$ cat config.mk
export PLATFORM = sky130hd
export DESIGN_NAME = fifo_wptr_full
export DESIGN_NICKNAME = d
export VERILOG_FILES = /design/src/rtl/fifo_pkg.sv /design/src/rtl/fifo_wptr_full_gray2bin.sv /design/src/rtl/fifo_wptr_full.sv
export SDC_FILE = /design/constraint.sdc
export NUM_CORES = 1
export LEC_CHECK = 0
export CAP_MARGIN = 10
export CORE_ASPECT_RATIO = 1.25
export CORE_MARGIN = 2
export CORE_UTILIZATION = 46
export DETAILED_ROUTE_END_ITERATION = 8
export HOLD_SLACK_MARGIN = 0.06
export PLACE_DENSITY = 0.78
export SLEW_MARGIN = 20
export SYNTH_ARGS = -nofsm -noshare
export SYNTH_HDL_FRONTEND = slang
export SYNTH_SLANG_ARGS = --single-unit
export TNS_END_PERCENT = 10
$ cat constraint.sdc
create_clock -name WCLK -period 3.1 [get_ports WCLK]
set_clock_uncertainty 0.05 [all_clocks]
set_input_delay 0.93 -clock WCLK [delete_from_list [all_inputs] [get_ports WCLK]]
set_output_delay 0.93 -clock WCLK [all_outputs]
set_load 0.05 [all_outputs]
$ cat src/rtl/fifo_pkg.sv
// Shared helpers for the async FIFO: pointer width derivation and Gray coding.
package fifo_pkg;

  // Working width for the width-generic Gray helpers; callers cast in and out.
  localparam int unsigned GRAY_CALC_W = 32;

  // Memory address width for a power-of-two depth.
  function automatic int unsigned addr_w_of(input int unsigned depth);
    return $clog2(depth);
  endfunction

  // Pointer width: address width plus one wrap bit.
  function automatic int unsigned ptr_w_of(input int unsigned depth);
    return $clog2(depth) + 1;
  endfunction

  // Binary to reflected Gray code.
  function automatic logic [GRAY_CALC_W-1:0] bin2gray(input logic [GRAY_CALC_W-1:0] b);
    return b ^ (b >> 1);
  endfunction

endpackage

$ cat src/rtl/fifo_wptr_full_gray2bin.sv
// Gray to binary converter; mirror of the bin2gray helper.
module fifo_wptr_full_gray2bin #(
  parameter int unsigned W = 5
) (
  input  logic [W-1:0] gray_i,
  output logic [W-1:0] bin_o
);

  // Each binary bit is the XOR of all Gray bits at or above its position.
  always_comb begin
    bin_o = '0;
    for (int i = 0; i < W; i++) begin
      bin_o[i] = ^(gray_i >> i);
    end
  end

endmodule

$ cat src/rtl/fifo_wptr_full.sv
// Write-domain pointer, full / almost-full / level / sticky-overflow logic
// for the asynchronous FIFO.
module fifo_wptr_full
  import fifo_pkg::*;
#(
  parameter int unsigned DEPTH    = 16,
  parameter int unsigned ADDR_W   = addr_w_of(DEPTH),
  parameter int unsigned PTR_W    = ADDR_W + 1,
  parameter int unsigned AFULL_TH = DEPTH - 2
) (
  input  logic              WCLK,
  input  logic              WRST,
  input  logic              WINC,
  input  logic [PTR_W-1:0]  WQ2_RPTR,
  input  logic              OVF_CLR,
  output logic              WFULL,
  output logic              WAFULL,
  output logic [PTR_W-1:0]  WPTR,
  output logic [ADDR_W-1:0] WADDR,
  output logic [PTR_W-1:0]  WLEVEL,
  output logic              WOVF
);

  logic [PTR_W-1:0] wbin_q,   wbin_d;
  logic [PTR_W-1:0] wptr_q,   wptr_d;
  logic [PTR_W-1:0] wlevel_q, wlevel_d;
  logic             wfull_q,  wfull_d;
  logic             wafull_q, wafull_d;
  logic             wovf_q,   wovf_d;

  logic [PTR_W-1:0] rbin;
  logic [PTR_W-1:0] rptr_full_cmp;
  logic             wr_ok;

  // Synchronized read pointer back to binary for level arithmetic.
  fifo_wptr_full_gray2bin #(
    .W (PTR_W)
  ) u_gray2bin (
    .gray_i (WQ2_RPTR),
    .bin_o  (rbin)
  );

  // Full when the next write pointer equals the read pointer with the top two Gray bits inverted.
  assign rptr_full_cmp = {~WQ2_RPTR[PTR_W-1:PTR_W-2], WQ2_RPTR[PTR_W-3:0]};

  assign wr_ok = WINC & ~wfull_q;

  // Next pointer, flags, level and sticky overflow.
  always_comb begin
    wbin_d   = wbin_q;
    wptr_d   = wptr_q;
    wlevel_d = wlevel_q;
    wfull_d  = wfull_q;
    wafull_d = wafull_q;
    wovf_d   = wovf_q;

    wbin_d   = wbin_q + PTR_W'(wr_ok);
    wptr_d   = PTR_W'(bin2gray(GRAY_CALC_W'(wbin_d)));
    wfull_d  = (wptr_d == rptr_full_cmp);
    wlevel_d = wbin_d - rbin;
    wafull_d = (32'(wlevel_d) >= AFULL_TH);
    // A dropped write sets the flag; set beats a simultaneous clear.
    wovf_d   = (WINC & wfull_q) | (wovf_q & ~OVF_CLR);
  end

  // State registers with asynchronous reset.
  always_ff @(posedge WCLK or posedge WRST) begin
    if (WRST) begin
      wbin_q   <= '0;
      wptr_q   <= '0;
      wlevel_q <= '0;
      wfull_q  <= 1'b0;
      wafull_q <= 1'b0;
      wovf_q   <= 1'b0;
    end else begin
      wbin_q   <= wbin_d;
      wptr_q   <= wptr_d;
      wlevel_q <= wlevel_d;
      wfull_q  <= wfull_d;
      wafull_q <= wafull_d;
      wovf_q   <= wovf_d;
    end
  end

  assign WFULL  = wfull_q;
  assign WAFULL = wafull_q;
  assign WPTR   = wptr_q;
  assign WADDR  = wbin_q[ADDR_W-1:0];
  assign WLEVEL = wlevel_q;
  assign WOVF   = wovf_q;

endmodule

-- Word-level counts from Yosys, hierarchy flattened
Index checks and enable logic that the tools add are counted.
- word-level logic and storage cells: 23
- bits in registers: 18
- bitwise operators: 8
- $add $sub $neg: 2
- reduce and logical (&&, ||, !) cells: 5
- eq/ne operators: 1
- $lt $le $gt $ge: 1
- operators with widths (cell ; number):
    5-bit XOR reduction ; 5
    5-bit by 1-bit adder with 5-bit output ; 1
    5-bit equality test ; 1
    5-bit by 4-bit greater-or-equal comparator with 1-bit output, second input constant ; 1
    5-bit subtractor ; 1
    5-bit by 4-bit XOR with 5-bit output ; 1
    1-bit AND ; 3
    1-bit inverter ; 2
    2-bit inverter ; 1
    1-bit bitwise OR ; 1

-- Logic depth before layout (Yosys ltp)
- depth in word-level cells: 5
- mapped depth: 10
- mapped depth without buffers: 10

-- Hierarchy
A second synthesis with hierarchy kept.
- cells, all modules: 99
- area total of the unflattened synthesis: 1093.5 µm²
- by module, submodules not included (module ; sequential area each (µm²) ; area each (µm²) ; cells an instance ; times used):
    fifo_wptr_full ; 425.4 ; 1021.0 ; 93 ; 1
    fifo_wptr_full_gray2bin ; 0.0 ; 72.6 ; 6 ; 1

-- Worst setup path before layout
OpenSTA, ideal clock, no wires.
- kind: input to register
- start point: in WQ2_RPTR[4]
- end point: reg wafull_q, in the netlist WAFULL
- slack: -0.014 ns
- cell stages on the path: 10
- setup time: 0.087 ns
- required time: 2.963 ns
- data arrival time: 2.977 ns
- cell sequence: xor2_1 > xnor2_1 > xor2_1 > xnor2_1 > ha_1 > fa_1 > nor2b_1 > o21ai_0 > a311o_1 > o211ai_1
- longest elaborated chain between the ends: 3
- elaborated cells between the ends (all ways): 7
- those cells by class: add/sub: 1; order compare: 1; reduce/logical: 5
- RTL lines (element ; line ; RTL):
    from (decl) ; fifo_wptr_full.sv:14 ; input logic [PTR_W-1:0] WQ2_RPTR,
    5-bit XOR reduction ; fifo_wptr_full_gray2bin.sv:13 ; bin_o[i] = ^(gray_i >> i);
    5-bit subtractor * ; fifo_wptr_full.sv:60 ; wlevel_d = wbin_d - rbin;
    5-bit by 4-bit greater-or-equal comparator with 1-bit output * ; fifo_wptr_full.sv:61 ; wafull_d = (32'(wlevel_d) >= AFULL_TH);
    via wafull_d ; fifo_wptr_full.sv:28 ; logic wafull_q, wafull_d;
    to (signal assigned) ; fifo_wptr_full.sv:80 ; wafull_q <= wafull_d;
    to (decl) ; fifo_wptr_full.sv:28 ;
The timed path passes the listed nets; every way through them passes the cells marked *.

-- Worst setup path after layout
- start point: in WQ2_RPTR[3]
- end point: reg wafull_q, in the netlist WAFULL
Same word-level chain as after synthesis.

==> metrics.md <==
| Metric | Value |
|---|---|
| PnR worst setup slack | 74.4 ps |
| Gpl congestion | 0.789 |
| Post-Route Setup TNS | 0 ps |
| Die footprint | 2330 sq um |
| Critical Path End Type | register |
| CP startpoint kind | primary input |
| Post-DR vias/cell | 5.05 |
| Antenna-violating nets left | 0 |
| DR iter-0 viols | 4 |
| Synth Area per Inst | 11.5 sq um |
| Global-route wire length before repair | 3120 microns |
| Core area | 1810 sq um |
| Yosys warns | 0 |
| Critical Path Max Stage Delay | 390 ps |
| I/O pins | 26 |
| Worst relative slew slack | 58.4% |
| Type of the most critical hold path | reg2reg |
| Most frequent cells in the layout | clkdlybuf4s50_1, buf_4, dfrtp_1 |
| # fillers | 119 |
| All-Layer GR Usage | 19.5% |
| Sequential-to-total area share from yosys stat | 47.3% |
| H-tree levels | 1 |
| Net Count, Synth | 93 |
| Synth top area cells | dfrtp_1, xnor2_1, xor2_1 |
| Slew of the pin with the lowest slew margin | 623 ps |
| Outcome | finished clean |
| Vias in the first global route | 693 |
| Critical path arrival | 3190 ps |
| Cts hold-fix bufs | 0 |
| Initial antenna violation count | 0 |
| Hpwl dp | 1490 microns |
| Final nets | 141 |
| Leading area contributor after synthesis | dfrtp_1 |
| Final wirelength | 1960 microns |
| Vias | 727 |
| Final setup vio count | 0 |
| Area Overhead vs Synth | 54.8% |
| CP Buf/Inv Count | 1 |
| Initial Util | 49.8% |
| Final hold viol count | 0 |
| Fin crit share | 97.6% |
| Slowest CP cell | fa_2 |
| Max Fclk | 0.331 GHz |
| Cell row count | 17 |
| Clock root buffer | clkbuf_4 |
| Netlist cell types | 19 |
| Post-Place Setup Slack | -721 ps |
| Synth top area share | 47.3% |
| Post-route DRC | 0 |
| Grt ovf | 0 |
| Clock transition at the registers of the reported paths | 100 ps |
| Delay-heaviest family, CP | XOR/XNOR gates |
| Sink Count | 17 |
| Drt first pass iters | 4 |
| Mapped Area | 900 sq um |
| Die Wd | 43.6 microns |
| Cell count after synthesis | 78 |
| CTS tree | yes |
| Clk buf depth | 2 |
| Synth Register Bits | 17 |
| Port bufs | 25 |
| Crit Path Category | in2reg |
| Critical Path Fanout Max | 2 |
| Maxcap violations | 0 |
| Final min period | 3030 ps |
| Pin count of the biggest net entering global routing | 18 |
| TritonCTS Buffers | 3 |
| N_diodes | 0 |
| Max-slew violations | 0 |
| Die height | 53.4 microns |
| CP Data Required Time | 3260 ps |
| Most common library cell in the layout ignoring fill and taps | clkdlybuf4s50_1 |
| Share of layout cells above drive strength 1 | 24.8% |
| DR WL/cell | 13.6 microns |
| Worst path cell trace | dlygate4sd2_1 > xor2_2 > xnor2_2 > xor2_1 > xnor2_1 > ha_2 > fa_2 > nor2b_4 > nor3_2 > a311o_1 > o211ai_1 |
| Clock Latency Late Sink | 290 ps |
-- cell usage after synthesis --
library cell,instances
inv_1,10
nand2_1,5
dfrtp_1,17
o211ai_1,2
a221oi_2,1
fa_1,1
o21ai_0,3
a21boi_1,1
a311o_1,1
nor3_1,1
nand3_1,4
ha_1,5
xnor3_1,2
a21oi_1,1
nor2b_1,2
xnor2_1,10
xor2_1,9
or3_1,2
or2_1,1
-- worst min-delay path: cells and delay by family, from the launching register on --
kind | cells | cell delay (ps)
AO/OA/AOI/OAI | 1 | 60
flip-flops | 1 | 380
AND/OR/NAND/NOR | 1 | 60
-- state kept, by name, summed over array words and instances (netlist names) --
signal  flops
WAFULL      1
WLEVEL      5
wbin_q      5
WFULL       1
WPTR        4
WOVF        1
-- layer usage --
layer	global-route usage [%]	part of all wire, %	vias up
li1	-	-	348
met1	20.4	41	347
met2	32.4	52	26
met3	4.44	3.2	6
met4	16.7	3.0	0
met5	0	0	-
-- final cells by class --
| cell class | count | area [sq um] | share of cell area [%] |
|---|---|---|---|
| flip-flops and latches | 17 | 425 | 30.5 |
| well taps | 19 | 23.8 | 1.71 |
| inverters | 10 | 37.5 | 2.70 |
| repair buffers | 43 | 387 | 27.8 |
| clock buffers | 4 | 26.3 | 1.89 |
| multi-input cells | 51 | 493 | 35.4 |
-- path summary, 6_finish.rpt --
check / from / to / slack (ps) / depth (start not counted)
setup / recovery: WQ2_RPTR[3] / WAFULL$_DFF_PP0_ / 70 / 11
hold / removal: WFULL$_DFF_PP0_ / WOVF$_DFF_PP0_ / 490 / 2
setup reg to reg: WFULL$_DFF_PP0_ / WAFULL$_DFF_PP0_ / 860 / 9
hold reg to reg: WFULL$_DFF_PP0_ / WOVF$_DFF_PP0_ / 490 / 2
max in group asynchronous: WRST / WPTR[0]$_DFF_PP0_ / 1650 / 2
min in group asynchronous: WRST / WLEVEL[1]$_DFF_PP0_ / 950 / 2
-- cell families (layout without fill, tap and decap cells) --
kind of cell / count (synthesis) / in the layout / share of synthesized area, %
xor+xnor: 21 / 21 / 23.5
flops: 17 / 17 / 47.3
simple gates: 15 / 15 / 8.34
buf+inv: 10 / 57 / 4.17
fa+ha+maj: 6 / 6 / 9.18
compound gates: 9 / 9 / 7.51
-- metrics by stage --
step / area (sq um) / std cells / utilization (%) / hold WS [ps]
2_1_floorplan: 907 / 78 / - / 708
3_3_place_gp: 1290 / 137 / 71.6 / 450
3_5_place_dp: 1290 / 137 / 71.6 / 464
4_1_cts: 1340 / 142 / 73.8 / 486
5_1_grt: 1390 / 144 / 77.0 / 533
6_report: 1390 / 144 / 77.0 / 489
-- what timing repair did --
action                     4_1_cts  5_1_grt
pin swaps                        3        8
setup endpoints to repair        2        2
gates resized for setup          5        9
setup buffers                    1        2
Power is left out: the tool's default activity adds up to more than one toggle a clock period on the data nets, which glitch-free logic cannot reach.
